===== src/rtl/dl_tx_scheduler_if.sv =====
// Requester/controller bundle for the downlink transmit scheduler.
// master: requesters plus downlink controller side; slave: the scheduler.
interface dl_tx_scheduler_if #(
  parameter int unsigned NUM_REQ = 2
);
  logic [NUM_REQ-1:0]   req;
  logic [NUM_REQ-1:0]   req_enc;
  logic [NUM_REQ*8-1:0] req_len;
  logic [NUM_REQ*4-1:0] req_tag;
  logic [NUM_REQ-1:0]   gnt;
  logic [NUM_REQ-1:0]   cmpl;
  logic                 dl_start;
  logic                 enc_used;
  logic [7:0]           msg_len;
  logic [3:0]           msg_tag;
  logic                 dl_done;

  modport master (
    output req, req_enc, req_len, req_tag, dl_done,
    input  gnt, cmpl, dl_start, enc_used, msg_len, msg_tag
  );

  modport slave (
    input  req, req_enc, req_len, req_tag, dl_done,
    output gnt, cmpl, dl_start, enc_used, msg_len, msg_tag
  );
endinterface


===== src/rtl/dl_tx_scheduler.sv =====
// Downlink transmit scheduler: round-robin ownership of the single downlink
// framing controller, parameter latching, start/done tracking, optional
// inter-frame gap and a completion watchdog.
// Build option: define DL_SCHED_IFG_EN to enable the inter-frame gap state
// (S_GAP) and honour gap_cycles; without it completion returns straight to idle.
module dl_tx_scheduler #(
  parameter int unsigned NUM_REQ = 2,
  parameter int unsigned GAP_W   = 16,
  parameter int unsigned TO_W    = 20
) (
  input  logic                clk,
  input  logic                rst_n,
  dl_tx_scheduler_if.slave    bus,
  input  logic [GAP_W-1:0]    gap_cycles,
  input  logic [TO_W-1:0]     timeout_cycles,
  output logic                busy,
  output logic                timeout_err,
  input  logic                err_clr
);

  localparam int unsigned PTR_W = (NUM_REQ > 1) ? $clog2(NUM_REQ) : 1;

  typedef enum logic [2:0] {
    S_IDLE,
    S_START,
    S_WAIT_BUSY,
    S_WAIT_DONE
`ifdef DL_SCHED_IFG_EN
    , S_GAP
`endif
  } state_t;

  state_t             r_state;
  logic [PTR_W-1:0]   r_ptr;
  logic [NUM_REQ-1:0] r_gnt;
  logic [NUM_REQ-1:0] r_cmpl;
  logic               r_dl_start;
  logic               r_enc;
  logic [7:0]         r_len;
  logic [3:0]         r_tag;
  logic               r_busy;
  logic               r_timeout_err;
  logic [TO_W-1:0]    r_wd;
`ifdef DL_SCHED_IFG_EN
  logic [GAP_W-1:0]   r_gap;
`else
  logic               w_unused_gap;
  assign w_unused_gap = ^gap_cycles;
`endif

  logic               w_any;
  logic [PTR_W-1:0]   w_win;
  logic [PTR_W-1:0]   w_cand;
  logic               w_wd_hit;
  logic [7:0]         w_len_arr [NUM_REQ];
  logic [3:0]         w_tag_arr [NUM_REQ];

  // Split the flat per-requester length/tag buses into indexable lanes.
  for (genvar g = 0; g < NUM_REQ; g++) begin : g_lane
    assign w_len_arr[g] = bus.req_len[g*8 +: 8];
    assign w_tag_arr[g] = bus.req_tag[g*4 +: 4];
  end

  // Round-robin search starting one above the last winner; lowest offset wins.
  always_comb begin
    w_any  = 1'b0;
    w_win  = '0;
    w_cand = '0;
    for (int k = int'(NUM_REQ); k >= 1; k--) begin
      w_cand = PTR_W'((int'(r_ptr) + k) % int'(NUM_REQ));
      if (bus.req[w_cand]) begin
        w_any = 1'b1;
        w_win = w_cand;
      end
    end
  end

  // Watchdog expiry; a zero limit disables it.
  assign w_wd_hit = (timeout_cycles != '0) && (r_wd == timeout_cycles);

  // Scheduler state machine with all outputs registered.
  always_ff @(posedge clk or negedge rst_n) begin
    if (!rst_n) begin
      r_state       <= S_IDLE;
      r_ptr         <= '0;
      r_gnt         <= '0;
      r_cmpl        <= '0;
      r_dl_start    <= 1'b0;
      r_enc         <= 1'b0;
      r_len         <= '0;
      r_tag         <= '0;
      r_busy        <= 1'b0;
      r_timeout_err <= 1'b0;
      r_wd          <= '0;
`ifdef DL_SCHED_IFG_EN
      r_gap         <= '0;
`endif
    end else begin
      r_dl_start <= 1'b0;
      r_cmpl     <= '0;
      // Clear first so a simultaneous watchdog set below takes precedence.
      if (err_clr) begin
        r_timeout_err <= 1'b0;
      end
      case (r_state)
        S_IDLE: begin
          if (w_any) begin
            r_gnt   <= NUM_REQ'(1) << w_win;
            r_enc   <= bus.req_enc[w_win];
            r_len   <= w_len_arr[w_win];
            r_tag   <= w_tag_arr[w_win];
            r_ptr   <= w_win;
            r_busy  <= 1'b1;
            r_state <= S_START;
          end
        end
        S_START: begin
          r_dl_start <= 1'b1;
          r_wd       <= '0;
          r_state    <= S_WAIT_BUSY;
        end
        S_WAIT_BUSY: begin
          if (w_wd_hit) begin
            r_timeout_err <= 1'b1;
            r_cmpl        <= r_gnt;
            r_gnt         <= '0;
            r_busy        <= 1'b0;
            r_state       <= S_IDLE;
          end else begin
            r_wd <= r_wd + TO_W'(1);
            if (!bus.dl_done) begin
              r_state <= S_WAIT_DONE;
            end
          end
        end
        S_WAIT_DONE: begin
          if (bus.dl_done) begin
            r_cmpl <= r_gnt;
            r_gnt  <= '0;
`ifdef DL_SCHED_IFG_EN
            if (gap_cycles != '0) begin
              r_gap   <= gap_cycles;
              r_state <= S_GAP;
            end else begin
              r_busy  <= 1'b0;
              r_state <= S_IDLE;
            end
`else
            r_busy  <= 1'b0;
            r_state <= S_IDLE;
`endif
          end else if (w_wd_hit) begin
            r_timeout_err <= 1'b1;
            r_cmpl        <= r_gnt;
            r_gnt         <= '0;
            r_busy        <= 1'b0;
            r_state       <= S_IDLE;
          end else begin
            r_wd <= r_wd + TO_W'(1);
          end
        end
`ifdef DL_SCHED_IFG_EN
        S_GAP: begin
          if (r_gap <= GAP_W'(1)) begin
            r_busy  <= 1'b0;
            r_state <= S_IDLE;
          end else begin
            r_gap <= r_gap - GAP_W'(1);
          end
        end
`endif
        default: begin
          r_busy  <= 1'b0;
          r_state <= S_IDLE;
        end
      endcase
    end
  end

  assign bus.gnt      = r_gnt;
  assign bus.cmpl     = r_cmpl;
  assign bus.dl_start = r_dl_start;
  assign bus.enc_used = r_enc;
  assign bus.msg_len  = r_len;
  assign bus.msg_tag  = r_tag;
  assign busy         = r_busy;
  assign timeout_err  = r_timeout_err;

endmodule

===== src/flat_wrapper.sv =====
// flat-port wrapper written by rule: the top's interface ports become plain ports
module dl_tx_scheduler_flat 
#(
  parameter int unsigned NUM_REQ = 2,
  parameter int unsigned GAP_W   = 16,
  parameter int unsigned TO_W    = 20
)
  (clk, rst_n, gap_cycles, timeout_cycles, busy, timeout_err, err_clr, bus_req, bus_req_enc, bus_req_len, bus_req_tag, bus_dl_done, bus_gnt, bus_cmpl, bus_dl_start, bus_enc_used, bus_msg_len, bus_msg_tag);
  dl_tx_scheduler_if #(.NUM_REQ(NUM_REQ)) bus_i ();
  input  logic clk;
  input  logic rst_n;
  input  logic [GAP_W-1:0] gap_cycles;
  input  logic [TO_W-1:0] timeout_cycles;
  output logic busy;
  output logic timeout_err;
  input  logic err_clr;
  input wire logic [$bits(bus_i.req)-1:0] bus_req;
  input wire logic [$bits(bus_i.req_enc)-1:0] bus_req_enc;
  input wire logic [$bits(bus_i.req_len)-1:0] bus_req_len;
  input wire logic [$bits(bus_i.req_tag)-1:0] bus_req_tag;
  input wire logic [$bits(bus_i.dl_done)-1:0] bus_dl_done;
  output wire logic [$bits(bus_i.gnt)-1:0] bus_gnt;
  output wire logic [$bits(bus_i.cmpl)-1:0] bus_cmpl;
  output wire logic [$bits(bus_i.dl_start)-1:0] bus_dl_start;
  output wire logic [$bits(bus_i.enc_used)-1:0] bus_enc_used;
  output wire logic [$bits(bus_i.msg_len)-1:0] bus_msg_len;
  output wire logic [$bits(bus_i.msg_tag)-1:0] bus_msg_tag;
  assign bus_i.req = bus_req;
  assign bus_i.req_enc = bus_req_enc;
  assign bus_i.req_len = bus_req_len;
  assign bus_i.req_tag = bus_req_tag;
  assign bus_i.dl_done = bus_dl_done;
  assign bus_gnt = bus_i.gnt;
  assign bus_cmpl = bus_i.cmpl;
  assign bus_dl_start = bus_i.dl_start;
  assign bus_enc_used = bus_i.enc_used;
  assign bus_msg_len = bus_i.msg_len;
  assign bus_msg_tag = bus_i.msg_tag;
  dl_tx_scheduler #(.NUM_REQ(NUM_REQ), .GAP_W(GAP_W), .TO_W(TO_W)) u_core (.clk(clk), .rst_n(rst_n), .bus(bus_i), .gap_cycles(gap_cycles), .timeout_cycles(timeout_cycles), .busy(busy), .timeout_err(timeout_err), .err_clr(err_clr));
endmodule

===== config.mk =====
export PLATFORM = sky130hd
export DESIGN_NAME = dl_tx_scheduler_flat
export DESIGN_NICKNAME = d
export VERILOG_FILES = /design/src/rtl/dl_tx_scheduler_if.sv /design/src/rtl/dl_tx_scheduler.sv /design/src/flat_wrapper.sv
export SDC_FILE = /design/constraint.sdc
export NUM_CORES = 1
export LEC_CHECK = 0
export CORE_ASPECT_RATIO = 0.9
export CORE_MARGIN = 2
export CORE_UTILIZATION = 46
export CTS_BUF_LIST = sky130_fd_sc_hd__clkbuf_8
export DETAILED_ROUTE_END_ITERATION = 10
export PLACE_DENSITY = 0.87
export SLEW_MARGIN = 30
export SYNTH_ARGS = -nofsm -noshare
export SYNTH_HDL_FRONTEND = slang
export SYNTH_SLANG_ARGS = --single-unit

===== constraint.sdc =====
create_clock -name clk -period 2.9 [get_ports clk]
set_input_delay 0.58 -clock clk [delete_from_list [all_inputs] [get_ports clk]]
set_output_delay 0.58 -clock clk [all_outputs]
set_load 0.1 [all_outputs]

==> results.json, run 1 <==
{
  "crit_end": "u_core.r_wd[10]",
  "swShare_pct": 54.3,
  "grt_max_degree": 44,
  "synthCells": 250,
  "post_dp_cell_area_um2": 3130,
  "cts_max_level": 2,
  "fin_util_pct": 65.4,
  "yosysWarnings": 0,
  "fillerInstances": 422,
  "ios": 88,
  "tightestPinTransition_ns": 0.543,
  "grt_pass1_vias": 2111,
  "fin_crit_ns": 2.66,
  "synth_fp_nets": 319,
  "numCtsBuffers": 5,
  "gr-total-overflow": 0,
  "crit_arrival_ns": 2.85,
  "post_cts_buffers": 0,
  "antenna_left": 0,
  "gp_congestion": 0.886,
  "regArea_um2": 1080,
  "clock_skew_ns": 0.00897,
  "hp-class": "input pin to asynchronous set/reset pin",
  "rows": 24,
  "min_period_over_period_pct": 91.6,
  "r2r_setup_slack_ns": 0.51,
  "grt_pass1_wl_um": 10200,
  "p_switching_uw": 1580,
  "multi_input_area_um2": 1210,
  "synth-edff-count": 0,
  "drc": 0,
  "start_util_pct": 48.3,
  "ys_top_cells_by_area": "dfrtp_1, xor2_1, mux2i_1, a21oi_1, nor2_1",
  "crit_start": "timeout_cycles[13]",
  "setup_viol": 0,
  "critPathLaunchType": "input pin",
  "fin_setup_tns_ns": 0,
  "die_x_um": 79.8,
  "vias": 2275,
  "cts_resized": 0,
  "dr.pass1.iters": 5,
  "dp.final_hpwl_um": 4730,
  "drtIter0Drc": 230,
  "dieArea_um2": 5770,
  "async_reset_ff_share_pct": 100,
  "clock.fmax_ghz": 0.376,
  "cp.required_ns": 3.09,
  "antenna_found_initial": 0,
  "r2r-end": "u_core.r_wd[10]",
  "status": "complete, no violations",
  "p_clk_share_pct": 12.7,
  "powerDensity_nw_per_um2": 906,
  "syn_avg_cell_area_um2": 9.52,
  "cts_sinks": 43,
  "syn-cell-area_um2": 2380,
  "final_area_um2": 3220,
  "max_cap_viol_count": 0,
  "hold_violations": 0,
  "die_y_um": 72.3,
  "core_um2": 4920,
  "endpoint_kind": "flip-flop",
  "reg2regPathDepth": 6,
  "syn_to_final_growth_pct": 35.2,
  "clk_latency_ns": 0.29,
  "max-vdd-ir-drop_mv": 0.822,
  "cts_max_path_buffers": 2,
  "slew_violations": 0,
  "nets": 396,
  "comb_power_share_pct": 56.0,
  "synth_cell_types": 45,
  "drt-total-wl_um": 6170,
  "rsz0062_at_grt": "false",
  "p_seq_share_pct": 31.3,
  "clkTransAtPathRegs_ns": 0.09,
  "synthFlopType": "dfrtp_1",
  "synth_top_area_share_pct": 45.2,
  "p_int_uw": 1330,
  "synth_top_area_cell": "dfrtp_1",
  "vias_per_cell": 5.79,
  "num_antenna_cells": 0,
  "cp_max_fo": 6,
  "critPathKind": "input pin to flip-flop",
  "cts_hold_buffers": 0,
  "ys_ff_latch": 43,
  "wire_per_inst_um": 15.7,
  "timing.slew.headroom_pct": 63.8,
  "drive_gt1_share_pct": 14.0,
  "p_leak_uw": 0.00138,
  "cts_tree": "yes",
  "io_buffers": 71,
  "grt_usage_pct": 22.4,
  "clockRootBuffer": "clkbuf_8",
  "yosysSeqAreaShare_pct": 45.2,
  "r2r_start": "u_core.r_wd[13]"
}
[how the worst min path moves through the flow]
stage,from,endpoint,slack [ns],cells after the start
2_1_floorplan,rst_n,u_core.bus.cmpl[0],0.28,0
3_3_place_gp,u_core.busy,u_core.busy,0.46,1
3_5_place_dp,u_core.busy,u_core.busy,0.49,1
4_1_cts,rst_n,u_core.r_wd[11],0.48,1
5_1_grt,rst_n,u_core.r_wd[11],0.31,1
6_report,rst_n,u_core.bus.dl_start,0.27,1
[layer usage]
metal | part of all wire, % | track usage [%] | vias to the layer above
li1 | - | - | 1084
met1 | 41 | 30.1 | 1101
met2 | 52 | 37.7 | 82
met3 | 5.9 | 4.10 | 8
met4 | 0.96 | 6.21 | 0
met5 | 0 | 0 | -
[worst max-delay path, stage by stage]
cell and delay (ns):
clkdlybuf4s50_1 0.44, xor2_1 0.18, nor4_1 0.34, nand3_1 0.16, or4_1 0.64, and4_1 0.27
o221a_2 0.24
[Yosys cell counts, drive strengths merged (2+ instances only)]
cell type / count
o31ai: 3
clkbuf: 6
inv: 8
or3: 6
nor3: 3
or4: 6
and3: 3
nand3: 12
nor4: 11
xor2: 20
nor2: 25
buf: 5
a31oi: 2
dfrtp: 43
a21oi: 23
a41oi: 2
mux2i: 14
nand2: 15
nand4: 2
o211ai: 4
and4: 2
o21ai: 12
a21o: 4
o221a: 2
a211oi: 5
[power groups by stage]
stage	Clock [µW]	Combinational, µW	Sequential [µW]
floorplan	0	459	1690
global placement	0	1610	910
detailed placement	0	1640	918
CTS	378	1640	910
global route	402	1720	936
finish	369	1630	914
[logic make-up (layout without fill, tap and decap cells)]
| logic type | after synthesis | after routing | synth area share, % |
|---|---|---|---|
| buffers and inverters | 19 | 97 | 3.99 |
| XOR/XNOR | 20 | 20 | 7.36 |
| AO/OA/AOI/OAI | 64 | 64 | 17.0 |
| multiplexers | 14 | 14 | 5.89 |
| flip-flops | 43 | 43 | 45.2 |
| adder cells (fa/ha/maj) | 1 | 1 | 0.525 |
| AND/OR/NAND/NOR | 89 | 89 | 20.0 |
[cells in the final DEF (no fill, tap or decap), types with 9 or more instances in the layout]
master / instances
o21ai_0: 12
mux2i_1: 14
inv_1: 9
nor4_1: 11
clkdlybuf4s50_1: 50
buf_4: 31
nand3_1: 11
dfrtp_1: 43
a21oi_1: 23
nor2_1: 25
nand2_1: 15
xor2_1: 20
[flip-flops by register name, indices dropped and copies added, names as in the netlist]
signal / cells
u_core.timeout_err: 1
u_core.bus.cmpl: 2
u_core.r_wd: 20
u_core.bus.msg_tag: 4
u_core.r_ptr: 1
u_core.bus.enc_used: 1
u_core.bus.gnt: 2
u_core.busy: 1
u_core.r_state: 2
u_core.bus.msg_len: 8
u_core.bus.dl_start: 1
[per-stage QoR]
stage,instances,hold slack (ns),setup WS (ns),total power [µW]
final,393,0.266,0.243,2920
after global routing,393,0.313,0.119,3050
after CTS,393,0.476,0.259,2930
after detailed placement,385,0.488,-0.0489,2560
after global placement,385,0.461,0.00713,2520
after floorplan,250,0.284,0.610,2150
[area by class of cell]
| type | instances | area share [%] |
|---|---|---|
| clock buffer | 5 | 2.14 |
| tap | 65 | 2.53 |
| sequential | 43 | 33.4 |
| timing repair buffer | 81 | 22.8 |
| inverter | 8 | 0.933 |
| multi-input combinational | 188 | 37.7 |
| clock inverter | 3 | 0.505 |
No activity file was read; power rests on OpenSTA's default activity.
==> run 2: changes to the inputs <==
--- a/config.mk
+++ b/config.mk
@@ -9,6 +9,7 @@
 export CORE_MARGIN = 2
 export CORE_UTILIZATION = 46
 export CTS_BUF_LIST = sky130_fd_sc_hd__clkbuf_8
+export CTS_CLUSTER_SIZE = 25
 export DETAILED_ROUTE_END_ITERATION = 10
 export PLACE_DENSITY = 0.87
 export SLEW_MARGIN = 30
==> results of run 2 <==
Final layout, timing and power as in run 1 (identical DEF).
